File: config.mk
export PLATFORM = sky130hd
export DESIGN_NAME = uart_tx_arbiter
export DESIGN_NICKNAME = d
export VERILOG_FILES = /design/src/rtl/uart_tx_arbiter.sv
export SDC_FILE = /design/constraint.sdc
export NUM_CORES = 1
export LEC_CHECK = 0
export BUFFER_PORTS_ARGS = -buffer_cell sky130_fd_sc_hd__buf_4
export CAP_MARGIN = 40
export CORE_ASPECT_RATIO = 0.9
export CORE_UTILIZATION = 25
export CTS_BUF_LIST = sky130_fd_sc_hd__clkbuf_4
export DETAILED_ROUTE_END_ITERATION = 7
export PLACE_DENSITY = 0.46
export SETUP_SLACK_MARGIN = 0.05
export SLEW_MARGIN = 10
export SYNTH_ARGS = -nofsm -noshare
export SYNTH_HDL_FRONTEND = slang
export SYNTH_SLANG_ARGS = --single-unit
File: constraint.sdc
create_clock -name i_clk -period 5.1 [get_ports i_clk]
set_clock_uncertainty 0.05 [all_clocks]
set_input_delay 0.51 -clock i_clk [delete_from_list [all_inputs] [get_ports i_clk]]
set_output_delay 0.51 -clock i_clk [all_outputs]
set_load 0.1 [all_outputs]
File: src/rtl/uart_tx_arbiter.sv
// Round-robin arbiter sharing one UART transmitter among four byte producers.
// Each grant issues one Tx_WR, then waits for Tx_BUSY to rise and fall (or time out) before re-arbitrating.
module uart_tx_arbiter #(
   parameter int BUSY_TIMEOUT = 16
) (
   input  logic        i_clk,
   input  logic        i_reset,
   input  logic        i_enable,
   input  logic [3:0]  i_req,
   input  logic [31:0] i_req_data,
   output logic [3:0]  o_ack,
   output logic        o_tx_en,
   output logic        o_tx_wr,
   output logic [7:0]  o_tx_data,
   input  logic        i_tx_busy,
   output logic [1:0]  o_grant_id,
   output logic        o_active,
   output logic        o_err_timeout
);
   localparam int            CW       = $clog2(BUSY_TIMEOUT) + 1;
   localparam logic [CW-1:0] LAST_CNT = CW'(BUSY_TIMEOUT - 1);

   typedef enum logic [1:0] {IDLE, WRITE, WAIT_BUSY, WAIT_DONE} state_t;

   state_t        r_state;
   state_t        w_state_nxt;
   logic [CW-1:0] r_cnt;
   logic [CW-1:0] w_cnt_nxt;
   logic [1:0]    r_ptr;
   logic [1:0]    w_sel;
   logic          w_sel_vld;
   logic          w_grant;
   logic          w_err_set;

   logic [3:0]    r_ack;
   logic          r_tx_wr;
   logic [7:0]    r_tx_data;
   logic          r_tx_en;
   logic [1:0]    r_grant_id;
   logic          r_active;
   logic          r_err_timeout;

   // Offsets are walked from 4 down to 1 so the nearest requester after the pointer wins.
   always_comb begin
      w_sel     = r_ptr;
      w_sel_vld = 1'b0;
      for (int k = 4; k >= 1; k--) begin
         if (i_req[r_ptr + 2'(k)]) begin
            w_sel     = r_ptr + 2'(k);
            w_sel_vld = 1'b1;
         end
      end
   end

   always_comb begin
      w_state_nxt = r_state;
      w_cnt_nxt   = r_cnt;
      w_grant     = 1'b0;
      w_err_set   = 1'b0;
      case (r_state)
         IDLE: begin
            if (i_enable && w_sel_vld && !i_tx_busy) begin
               w_grant     = 1'b1;
               w_state_nxt = WRITE;
            end
         end
         WRITE: begin
            w_cnt_nxt   = '0;
            w_state_nxt = WAIT_BUSY;
         end
         WAIT_BUSY: begin
            // A busy rise on the final counted cycle still counts as success.
            if (i_tx_busy) begin
               w_state_nxt = WAIT_DONE;
            end else if (r_cnt == LAST_CNT) begin
               w_err_set   = 1'b1;
               w_state_nxt = IDLE;
            end else begin
               w_cnt_nxt = r_cnt + CW'(1);
            end
         end
         WAIT_DONE: begin
            if (!i_tx_busy) begin
               w_state_nxt = IDLE;
            end
         end
         default: w_state_nxt = IDLE;
      endcase
   end

   always_ff @(posedge i_clk or posedge i_reset) begin
      if (i_reset) begin
         r_state <= IDLE;
         r_cnt   <= '0;
      end else begin
         r_state <= w_state_nxt;
         r_cnt   <= w_cnt_nxt;
      end
   end

   always_ff @(posedge i_clk or posedge i_reset) begin
      if (i_reset) begin
         r_ack         <= 4'b0000;
         r_tx_wr       <= 1'b0;
         r_tx_data     <= 8'h00;
         r_tx_en       <= 1'b0;
         r_grant_id    <= 2'd0;
         r_ptr         <= 2'd3;
         r_active      <= 1'b0;
         r_err_timeout <= 1'b0;
      end else begin
         r_ack    <= w_grant ? (4'b0001 << w_sel) : 4'b0000;
         r_tx_wr  <= w_grant;
         r_tx_en  <= i_enable | (r_state != IDLE);
         r_active <= (w_state_nxt != IDLE);
         if (w_grant) begin
            r_tx_data  <= i_req_data[{w_sel, 3'b000} +: 8];
            r_grant_id <= w_sel;
            r_ptr      <= w_sel;
         end
         if (w_err_set) begin
            r_err_timeout <= 1'b1;
         end
      end
   end

   assign o_ack         = r_ack;
   assign o_tx_wr       = r_tx_wr;
   assign o_tx_data     = r_tx_data;
   assign o_tx_en       = r_tx_en;
   assign o_grant_id    = r_grant_id;
   assign o_active      = r_active;
   assign o_err_timeout = r_err_timeout;
endmodule

==> metrics.txt <==
reg2reg setup slack about 3 ns; Pwr Density about 600 nW/um2; RSZ-0062 raised after global routing no; CTS resizes 0; CORE AREA 6110 um2; post-synth top area cell dfrtp_1; synth warn 0; Hold-fix buffers, CTS 0; RR Endpoint o_tx_data[7]; Max IR drop VDD between 0.3 and 0.4 mV; Mapped Cells 160; sequential fraction of design power 0.292; initial cell density of the core 0.259; Clock H-tree levels 1; Worst Path Max Fanout 20; CTS Buf Count 3; commonest cells after routing, fill and taps aside 58 x buf_4, 25 x dfrtp_1, 15 x inv_1, 13 x nor2_1; remaining antenna violation count 0; DR pass1 iterations 4; Area Overhead vs Synth 30.9%; dominant synthesized flop cell dfrtp_1; initial antenna violation count 0; GP Congestion 0.712; Via density between 4 and 5; Int Power 0.557 mW; endpoints failing setup 0; commonest non-fill, non-tap cell in the layout buf_4; Tightest Pin Transition 0.376 ns; Placed Cells 296; Async SR Flop Fraction 1.00; Clock Power Share 0.083; largest net degree at the start of global routing 28; sequential-to-total area share from yosys stat 0.427; post-layout utilization of the core 0.340; Reg2Reg Depth 5; via count 1326; Die Y 77.6 um; NumNets Final 256; hpwl dp 2770 um; LEAKAGE a little over 1 nW; Post-synth EDFFs 0; first-pass GRT wire length around 6400 um; Critical Path RT approximately 5.3 ns; detailed-route DRC error count 0; average cell area after synthesis just under 10 um2; total track usage 0.123; Sw Pwr between 0.6 and 0.7 mW; worst path arrival time 2.37 ns; Root Buffer Master clkbuf_4; RR Startpoint r_ptr[1]; crit path from r_ptr[1]; Highest Clock Rate roughly 0.46 GHz; outcome complete, no violations; share of cells above drive strength 1 0.437; Syn Nets ~200; # diodes 0; CTS sink cnt 27; main area contributors after synthesis dfrtp_1 39%, mux2_4 7.6%, o211a_1 5.0%; post-synth top area share 0.394; Worst Setup End Kind flop; Wirelength per Cell 13.1 um; # IOs 58; drt initial violations slightly above 50; Row Count 27; Remaining Overflow, GRT 0; IO buf count 57; Reg area just under 700 um2; WS Path Type reg -> reg; part of the cycle the worst path needs 0.428; postcts setup bufs 0; CTS clock-pin slew for the worst setup and hold paths around 0.15 ns; worst min path class in -> async; area of the multi-input gates approximately 760 um2; Max-Cap Viols 0; Final Non-Filler Cells 300; post-synth cell types 38; Max Slew Vio Count 0; vias in the first global route about 1300; CTS Buffer Depth 2; setup_tns 0 ns; minimum clock period after layout roughly 2.2 ns; die width between 80 and 90 um; Fillers approximately 640; post-synthesis cell area roughly 1600 um2; CTS tree done; DRT Wirelength between 3000 and 4000 um; die area about 6700 um2; Skew-Pair Late Insertion Delay between 0.3 and 0.4 ns; sw frac 0.547; Combinational Power Share 0.625; slew margin rel. 0.749; Final Hold Viols 0; post-synthesis register bit count 27; startpoint types flop
worst max path at each step:
stage                   endpoint  slack (ns)
finish              o_tx_data[7]        2.92
global route        o_tx_data[7]        2.79
CTS                 o_tx_data[7]        2.89
detailed placement  o_tx_data[7]        2.84
global placement    o_tx_data[3]        2.84
floorplan           o_tx_data[0]        3.19
stage by stage:
stage | instance area (um2) | power (mW) | hold slack [ns] | worst slack [ns]
after global placement | 2050 | 1.14 | 0.434 | 2.84
final | 2080 | 1.23 | 0.177 | 2.92
after floorplan | 1590 | 0.991 | 0.422 | 3.19
after detailed placement | 2050 | 1.14 | 0.430 | 2.84
after global routing | 2080 | 1.31 | 0.167 | 2.79
after CTS | 2080 | 1.24 | 0.174 | 2.89
registers in the layout (all words and copies together), names as in the netlist:
signal         count
o_tx_en            1
o_ack              4
o_tx_wr            1
r_state            2
o_tx_data          8
o_err_timeout      1
o_active           1
o_grant_id         2
r_cnt              5
r_ptr              2
logic make-up (layout without fill, tap and decap cells):
kind of cell | Yosys count | after routing | share of synthesized area
AND/OR/NAND/NOR | 51 | 51 | 0.174
AO/OA/AOI/OAI | 47 | 47 | 0.216
flip-flops | 27 | 27 | 0.427
buffers and inverters | 25 | 78 | 0.0907
multiplexers | 8 | 8 | 0.0757
adder cells (fa/ha/maj) | 2 | 2 | 0.0158
layout make-up:
type                       count  share of cell area
clock buffer                   4              0.0145
tap                           87              0.0524
inverter                      16              0.0289
sequential                    27               0.327
timing repair buffer          58               0.210
multi-input combinational    108               0.368
worst max-delay path, stage by stage, from the launching register on:
cell and delay [ns]:
dfstp_2 0.59, nand2b_1 0.11, a21o_1 0.33, and3_4 0.45, mux2_4 0.33, o211a_1 0.21
power groups by stage:
stage	Combinational, mW	Clock (mW)	Sequential [mW]
global route	0.814	0.120	0.374
CTS	0.775	0.110	0.360
global placement	0.774	0	0.366
detailed placement	0.775	0	0.363
floorplan	0.302	0	0.690
finish	0.768	0.102	0.358
metal layers:
metal	vias to the layer above	share of wire	GRT usage
met2	36	0.46	0.188
li1	673	-	-
met5	-	0	0
met1	610	0.48	0.173
met3	7	0.041	0.0277
met4	0	0.019	0.0367
synthesized netlist by cell type, types with 2 or more instances:
| master | instances |
|---|---|
| nor4_1 | 2 |
| a211o_2 | 7 |
| or2_2 | 6 |
| ha_1 | 2 |
| inv_1 | 15 |
| o211a_1 | 8 |
| buf_2 | 2 |
| nand2_1 | 9 |
| and3_1 | 2 |
| nand2b_1 | 3 |
| nand3_2 | 2 |
| dfrtp_1 | 25 |
| or2_0 | 2 |
| dfstp_2 | 2 |
| o21ai_0 | 8 |
| nor2_1 | 13 |
| buf_6 | 5 |
| a21o_1 | 2 |
| a21oi_1 | 8 |
| a31oi_1 | 9 |
| nand3_1 | 2 |
| mux2_4 | 8 |
| nor3_1 | 3 |
Power figures use the tool's default switching activity.
